File: config.mk
export PLATFORM = sky130hd
export DESIGN_NAME = vec_chunk_feeder
export DESIGN_NICKNAME = d
export VERILOG_FILES = /design/src/rtl/vec_chunk_feeder.sv
export SDC_FILE = /design/constraint.sdc
export NUM_CORES = 1
export LEC_CHECK = 0
export CAP_MARGIN = 20
export CORE_ASPECT_RATIO = 1.2
export CORE_UTILIZATION = 45
export DETAILED_ROUTE_END_ITERATION = 10
export SYNTH_ARGS = -nofsm -noshare
export SYNTH_HDL_FRONTEND = slang
export SYNTH_SLANG_ARGS = --single-unit
export TNS_END_PERCENT = 10
File: constraint.sdc
create_clock -name clk_in -period 12.7 [get_ports clk_in]
set_clock_uncertainty 0.05 [all_clocks]
set_input_delay 2.54 -clock clk_in [delete_from_list [all_inputs] [get_ports clk_in]]
set_output_delay 2.54 -clock clk_in [all_outputs]
set_load 0.02 [all_outputs]
File: src/rtl/vec_chunk_feeder.sv
// Chunked-vector responder: buffers upstream chunks in a circular store and
// serves them first-word-fall-through, one chunk per downstream request.
module vec_chunk_feeder #(
  parameter int InVecLength = 16,
  parameter int WorkingRegs = 4,
  parameter int NBits       = 8,
  parameter int DepthVecs   = 2,
  localparam int C          = InVecLength / WorkingRegs,
  localparam int IdxW       = (C > 1) ? $clog2(C) : 1
) (
  input  logic                                       clk_in,
  input  logic                                       rst_in,
  input  logic                                       s_valid,
  output logic                                       s_ready,
  input  logic signed [WorkingRegs-1:0][NBits-1:0]   s_data,
  input  logic                                       s_last,
  input  logic                                       req_chunk_in,
  output logic signed [WorkingRegs-1:0][NBits-1:0]   out_data,
  output logic                                       in_data_ready,
  output logic [IdxW-1:0]                            chunk_idx,
  output logic                                       err_align,
  output logic                                       err_underflow
);

  localparam int D      = DepthVecs * C;
  localparam int PtrW   = (D > 1) ? $clog2(D) : 1;
  localparam int CntW   = $clog2(D + 1);
  localparam int VecW   = $clog2(DepthVecs + 1);
  localparam int ChunkW = WorkingRegs * NBits;

  logic [ChunkW-1:0] store_mem [D];

  logic [PtrW-1:0] wr_ptr_reg, wr_ptr_next, rd_ptr_reg, rd_ptr_next;
  logic [CntW-1:0] count_reg, count_next;
  logic [VecW-1:0] vec_count_reg, vec_count_next;
  logic [IdxW-1:0] wr_idx_reg, wr_idx_next, rd_idx_reg, rd_idx_next;
  logic            err_align_reg, err_align_next;
  logic            err_underflow_reg, err_underflow_next;
  logic            push, pop, vec_done, vec_used;
  logic [ChunkW-1:0] head_chunk;

  always_comb begin
    push     = s_valid && (count_reg < CntW'(D));
    pop      = req_chunk_in && (count_reg != '0);
    vec_done = push && (wr_idx_reg == IdxW'(C - 1));
    vec_used = pop && (rd_idx_reg == IdxW'(C - 1));

    wr_ptr_next        = wr_ptr_reg;
    rd_ptr_next        = rd_ptr_reg;
    count_next         = count_reg;
    vec_count_next     = vec_count_reg;
    wr_idx_next        = wr_idx_reg;
    rd_idx_next        = rd_idx_reg;
    err_align_next     = err_align_reg;
    err_underflow_next = err_underflow_reg;

    if (push) begin
      wr_ptr_next = (wr_ptr_reg == PtrW'(D - 1)) ? '0 : wr_ptr_reg + PtrW'(1);
      // Either a length boundary or s_last closes the write-side vector;
      // disagreement between the two is an alignment error.
      if ((wr_idx_reg == IdxW'(C - 1)) || s_last)
        wr_idx_next = '0;
      else
        wr_idx_next = wr_idx_reg + IdxW'(1);
      if (vec_done != s_last)
        err_align_next = 1'b1;
    end

    if (pop) begin
      rd_ptr_next = (rd_ptr_reg == PtrW'(D - 1)) ? '0 : rd_ptr_reg + PtrW'(1);
      rd_idx_next = (rd_idx_reg == IdxW'(C - 1)) ? '0 : rd_idx_reg + IdxW'(1);
    end else if (req_chunk_in) begin
      err_underflow_next = 1'b1;
    end

    case ({push, pop})
      2'b10:   count_next = count_reg + CntW'(1);
      2'b01:   count_next = count_reg - CntW'(1);
      default: count_next = count_reg;
    endcase

    case ({vec_done, vec_used})
      2'b10:   vec_count_next = vec_count_reg + VecW'(1);
      2'b01:   vec_count_next = vec_count_reg - VecW'(1);
      default: vec_count_next = vec_count_reg;
    endcase
  end

  always_ff @(posedge clk_in or negedge rst_in) begin
    if (!rst_in) begin
      wr_ptr_reg        <= '0;
      rd_ptr_reg        <= '0;
      count_reg         <= '0;
      vec_count_reg     <= '0;
      wr_idx_reg        <= '0;
      rd_idx_reg        <= '0;
      err_align_reg     <= 1'b0;
      err_underflow_reg <= 1'b0;
    end else begin
      wr_ptr_reg        <= wr_ptr_next;
      rd_ptr_reg        <= rd_ptr_next;
      count_reg         <= count_next;
      vec_count_reg     <= vec_count_next;
      wr_idx_reg        <= wr_idx_next;
      rd_idx_reg        <= rd_idx_next;
      err_align_reg     <= err_align_next;
      err_underflow_reg <= err_underflow_next;
    end
  end

  // Store contents survive reset; only the pointers are cleared.
  always_ff @(posedge clk_in) begin
    if (push)
      store_mem[wr_ptr_reg] <= s_data;
  end

  assign head_chunk = store_mem[rd_ptr_reg];

  genvar gi;
  generate
    for (gi = 0; gi < WorkingRegs; gi++) begin : g_lane
      assign out_data[gi] = head_chunk[gi*NBits +: NBits];
    end
  endgenerate

  assign s_ready       = (count_reg < CntW'(D));
  assign in_data_ready = (vec_count_reg != '0);
  assign chunk_idx     = rd_idx_reg;
  assign err_align     = err_align_reg;
  assign err_underflow = err_underflow_reg;

endmodule

==> results of run 1 <==
-- cells by family after synthesis --
logic type               count (synthesis)  synth area share
flip-flops                             274            0.7708
multiplexers                           100            0.1749
AND/OR/NAND/NOR                         35           0.01695
buffers and inverters                   22           0.01031
AO/OA/AOI/OAI                           11          0.007703
adder cells (fa/ha/maj)                 10           0.01185
XOR/XNOR                                 9          0.007466
-- area by class of cell --
type | count | area, µm² | area share
Multi-Input combinational cell | 165 | 2360 | 0.1882
Inverter | 3 | 11.26 | 0.0008979
Timing Repair Buffer | 88 | 845.8 | 0.06744
Tap cell | 315 | 394.1 | 0.03143
Clock inverter | 6 | 51.30 | 0.004091
Sequential cell | 274 | 8144 | 0.6494
Clock buffer | 40 | 734.5 | 0.05857
-- final timing paths --
path | depth (start not counted) | slack, ns | endpoint
max | 4 | 6.57 | out_data[23]
min | 1 | 0.41 | err_align
max reg2reg | 10 | 10.01 | count_reg[2]
min reg2reg | 1 | 0.41 | err_align
max in group asynchronous | 1 | 9.54 | rd_ptr_reg[0]
min in group asynchronous | 1 | 2.45 | chunk_idx[0]
-- power groups by stage --
stage               Clock, mW  Sequential [mW]  Combinational, mW
floorplan                   0             1.15              0.630
global placement            0             1.20              0.890
detailed placement          0             1.21              0.901
CTS                     0.735             1.19              0.905
global route            0.768             1.20              0.949
finish                  0.718             1.19              0.883
-- layout by cell type (no fill, tap or decap) --
cell type / n
clkbuf_1: 12
nor4_2: 2
nor3_2: 4
clkbuf_8: 1
a31o_1: 1
ha_1: 10
and2_1: 1
inv_1: 3
a211oi_1: 1
dfrtp_4: 1
mux4_2: 64
a22o_1: 1
nand2_1: 10
o21ai_0: 1
a21o_1: 5
clkinv_2: 2
xor2_1: 5
clkinv_1: 3
nor2_1: 4
clkdlybuf4s50_1: 74
nor2b_1: 1
dfrtp_2: 2
edfxtp_1: 256
nor3_1: 4
nor3b_1: 1
a21oi_1: 1
clkbuf_16: 27
or3_4: 1
mux2_2: 36
or2_2: 1
nor2_4: 3
nand2b_1: 3
bufinv_16: 1
buf_4: 14
xnor2_1: 4
dfrtp_1: 15
o21ai_2: 1
-- critical path, stage by stage (launching register included) --
cell             delay (ns)
dfrtp_4                0.77
buf_4                  0.78
mux4_2                 0.60
mux2_2                 0.29
clkdlybuf4s50_1        0.55
-- routing by layer --
metal  GRT usage  up-vias  routed length [µm]
met3     0.02709       27                 714
met4     0.04815        0                 364
li1            -     2114                   -
met5           0        -                   0
met1      0.2223     2519                8323
met2      0.2896       98                9926
==> impl_metrics.toml, run 1 <==
[final_layout]
fin_nets = 605
nFillCells = 1773
largest_reg_flops = 256
final_util = 0.5423
drive_above_1_share = 0.2778
final_cells = 891
design_area_mm2 = 0.01254
area_growth_syn_to_layout_pct = 18.78
diodes = 0

[placed_design]
globalplace.congestion = 0.6973
dpl.hpwl_um = 10970
portBuffers = 74
placed_cell_area_mm2 = 0.01176
dp_cells = 845
pre_cts_ws_ns = 6.999

[timing]
holdWs_ns = 0.4112
max-slew-margin-rel = 0.2960
setup_tns_ns = 0
setup_violations = 0
maxSlewViolCount = 0
setup_ws_ns = 6.575
fin_crit_sh = 0.4823
max_freq_mhz = 163.3
layout_min_cycle_time_ns = 6.125
rsz0062_at_grt = "false"
worst_pin_slew_ns = 1.056
finalHoldViolCount = 0

[min_path]
hold_path.class = "reg -> reg"
hp-start = "err_align"

[power_and_ir_drop]
p_leak_nw = 4.038
p_clk_frac = 0.258
finalPower_mw = 2.790
p_sw_frac = 0.2892
power_density_mw_per_mm2 = 222.5
power.switching_mw = 0.8069
p_seq_frac = 0.426
vdd_ir_drop_max_mv = 0.1278
power_frac_comb = 0.317
p_int_mw = 1.983

[clocking]
htree_levels = 1
clockBufferDepth = 3
cts_hold_buf = 0
path_clk_slew_ns = 0.06
cts_tree = "done"
clock-root-buffer = "clkbuf_16"
post-cts-setup-buffers = 0
clk-insertion-delay-late_ns = 0.52
numCtsBuffers = 26
clock-sinks = 274
cts-resized-gates = 0

[yosys]
synth_most_common_cell = "edfxtp_1"
yosysWarningCount = 0
synth_top_area_share = 0.7281
synthArstFlopShare = 0.06569
ys_seq_elements = 274
synth_cells = 461
yosysTopAreaCell = "edfxtp_1"
netlist-cell-type-count = 31
synth_area_mm2 = 0.01056
ys_seq_area_frac = 0.7708
avgSynthCellArea_um2 = 22.90
synth_area_leaders = "edfxtp_1, mux4_2, dfrtp_1, mux2_2, ha_1"
synth_edf_count = 256
synth_commonest_cells = "edfxtp_1, mux4_2, mux2_2, dfrtp_1"
synth_nets = 508
synthFlopType = "edfxtp_1"

[setup_path]
critPathKind = "reg -> out"
worstPathArrival_ns = 3.54
cp_max_fo = 42
worstReg2RegStart = "count_reg[1]"
startpoint_type = "flop"
worstPathRequired_ns = 10.11
end_kind = "primary output"
startpoint = "rd_ptr_reg[0]"

[die]
die_h_um = 169.8
row_count = 61
die-area_mm2 = 0.02408
die_w_um = 141.8
coreArea_mm2 = 0.02313
boundaryPins = 75
start_util = 0.4565

[global_route]
grt_use_total = 0.1685
grt_max_degree = 57
grt_pass1_vias = 5246
grt_pass1_wl_um = 29980
grt_overflow = 0
antenna_found_initial = 0

[status]
status = "finished, final reports clean"

[route]
ant_nets = 0
drt_first_pass_iters = 4
num_vias = 4758
wl_per_cell_um = 21.69
drc_errors = 0
drt_iter0_markers = 219
avgViaCountPerCell = 5.340
drt_wl_total_um = 19330

[job]
max_cap_viol_count = 0
No activity file was read; power rests on OpenSTA's default activity.
==> run 2: changes to the inputs <==
- PLACE_DENSITY: default -> 0.66
- clock period: 12.7 -> 5.1 ns (I/O delays scaled with it)
==> run 2 against run 1 <==
Against the previous run:
- utilization up 0.17 points
- sequential share of layout area fell by 0.21 points
- setup slack got worse by 5.6 ns
- design area rose by 0.32%
- highest routed layer is now met5
- cell count grew 0.34%
- worst hold slack improved by 0.0098 ns
- die area unchanged
- flip-flop and latch count unchanged
==> impl_metrics.toml, run 2 (same netlist as run 1, synthesis figures left out) <==
[status]
status = "finished, final reports clean"

[setup_path]
worstPathArrival_ns = 3.09
worstPathRequired_ns = 4.03
worstReg2RegStart = "count_reg[1]"
cpMaxStageDelayCell = "dfrtp_4"
rrSetupSlack_ns = 2.34
path_cells = "buf_4 -> mux4_2 -> mux2_2 -> clkdlybuf4s50_1"
critPathKind = "reg -> out"
crit_buf_inv = 2
reg2reg_depth = 10
regToRegEndpoint = "count_reg[2]"
slowest_delay_ns = 0.82
end_kind = "primary output"
crit_family = "buffers and inverters"
cp_max_fo = 31
startpoint_type = "flop"

[power_and_ir_drop]
power.switching_mw = 2.037
vdd_ir_drop_max_mv = 0.3271
p_leak_nw = 4.054
finalPower_mw = 6.922
p_seq_frac = 0.435
power_frac_comb = 0.317
p_int_mw = 4.885
p_sw_frac = 0.2943
p_clk_frac = 0.248
power_density_mw_per_mm2 = 550.2

[clocking]
cts_hold_buf = 0
post-cts-setup-buffers = 0
path_clk_slew_ns = 0.06
clock-root-buffer = "clkbuf_16"
htree_levels = 1
cts-resized-gates = 0
clockBufferDepth = 3
cts_tree = "done"
clock-sinks = 274
clk-insertion-delay-late_ns = 0.52
numCtsBuffers = 26

[timing]
finalHoldViolCount = 0
max_freq_mhz = 240.1
maxSlewViolCount = 0
setup_violations = 0
fin_crit_sh = 0.8166
setup_tns_ns = 0
layout_min_cycle_time_ns = 4.165
max-slew-margin-rel = 0.3248
rsz0062_at_grt = "false"
worst_pin_slew_ns = 1.013

[min_path]
hp-start = "err_underflow"
hold_end = "err_underflow"
hold_path.class = "reg -> reg"
hold_depth = 1

[job]
max_cap_viol_count = 0

[route]
ant_nets = 0
drt_iter0_markers = 341
num_vias = 4782
wl_per_cell_um = 21.81
avgViaCountPerCell = 5.349
drt_wl_total_um = 19500
drt_first_pass_iters = 4
drc_errors = 0

[final_layout]
area_growth_syn_to_layout_pct = 19.16
drive_above_1_share = 0.2855
final_util = 0.5440
final_cells = 894
fin_nets = 607
mostFrequentLayoutCell = "edfxtp_1"
nFillCells = 1762
mostFrequentLayoutCells = "edfxtp_1, clkdlybuf4s50_1, mux4_2, mux2_2, clkbuf_16"
largest_reg_flops = 256

[global_route]
met3_usage = 0.03414
grt_overflow = 0
use_met1 = 0.2223
grt_pass1_wl_um = 30060
gr-usage-met2 = 0.2861
grt_use_total = 0.1690
antenna_found_initial = 2
grt_pass1_vias = 5160
grt-busiest-layer = "met2"
grt_max_degree = 39

[placed_design]
dp_cells = 847
globalplace.congestion = 0.7088
dpl.hpwl_um = 11450
portBuffers = 74

[die]
coreArea_mm2 = 0.02313
die_h_um = 169.8
boundaryPins = 75
die_w_um = 141.8
die-area_mm2 = 0.02408
row_count = 61
start_util = 0.4565
## run 2: cell count changes in the layout (fill, tap and decap cells not counted)
| cell | before | now |
|---|---|---|
| buf_12 | 0 | 3 |
| buf_4 | 14 | 13 |
| bufinv_16 | 1 | 0 |
| clkbuf_1 | 12 | 2 |
| clkbuf_8 | 1 | 0 |
| clkinv_1 | 3 | 10 |
| clkinv_2 | 2 | 5 |
| clkinv_4 | 0 | 1 |
| clkinvlp_4 | 0 | 1 |
| diode_2 | 0 | 1 |
| nor4_2 | 2 | 1 |
| nor4_4 | 0 | 1 |
## run 2: stage by stage
step	hold WS [ns]	instance area, µm²	setup slack [ns]
2_1_floorplan	0.3837	10560	0.6909
3_3_place_gp	0.3924	11820	1.439
3_5_place_dp	0.4017	11820	1.405
4_1_cts	0.4193	12580	0.8484
5_1_grt	0.4416	12580	0.7682
6_report	0.4210	12580	0.9354
## run 2: final cells by class
cell class	instances	area (µm²)	share of cell area
timing repair buffer	90	898.4	0.07141
multi-input combinational	165	2369	0.1883
tap	315	394.1	0.03133
clock inverter	17	78.83	0.006266
clock buffer	29	683.2	0.05430
inverter	3	11.26	0.0008951
sequential	274	8144	0.6473
antenna	1	2.502	0.0001989
## run 2: how the worst max path moves through the flow
stage,start,to,cells past startpoint
after global routing,rd_ptr_reg[0],out_data[2],4
after CTS,rd_ptr_reg[0],out_data[9],4
after detailed placement,rd_ptr_reg[0],out_data[9],4
final,rd_ptr_reg[0],out_data[7],4
after global placement,rd_ptr_reg[0],out_data[9],4
after floorplan,s_valid,store_mem[2][0],4
## run 2: power groups by stage
stage | logic, mW | clock network [mW] | registers, mW
6_report | 2.19 | 1.72 | 3.01
5_1_grt | 2.34 | 1.84 | 3.05
4_1_cts | 2.23 | 1.76 | 3.02
3_5_place_dp | 2.22 | 0 | 3.07
3_3_place_gp | 2.19 | 0 | 3.04
2_1_floorplan | 1.57 | 0 | 2.86
## run 2: layer usage
| metal | up-vias | part of all wire |
|---|---|---|
| met5 | - | 0.00067 |
| met3 | 34 | 0.045 |
| met1 | 2535 | 0.42 |
| met2 | 90 | 0.52 |
| met4 | 2 | 0.020 |
| li1 | 2121 | - |
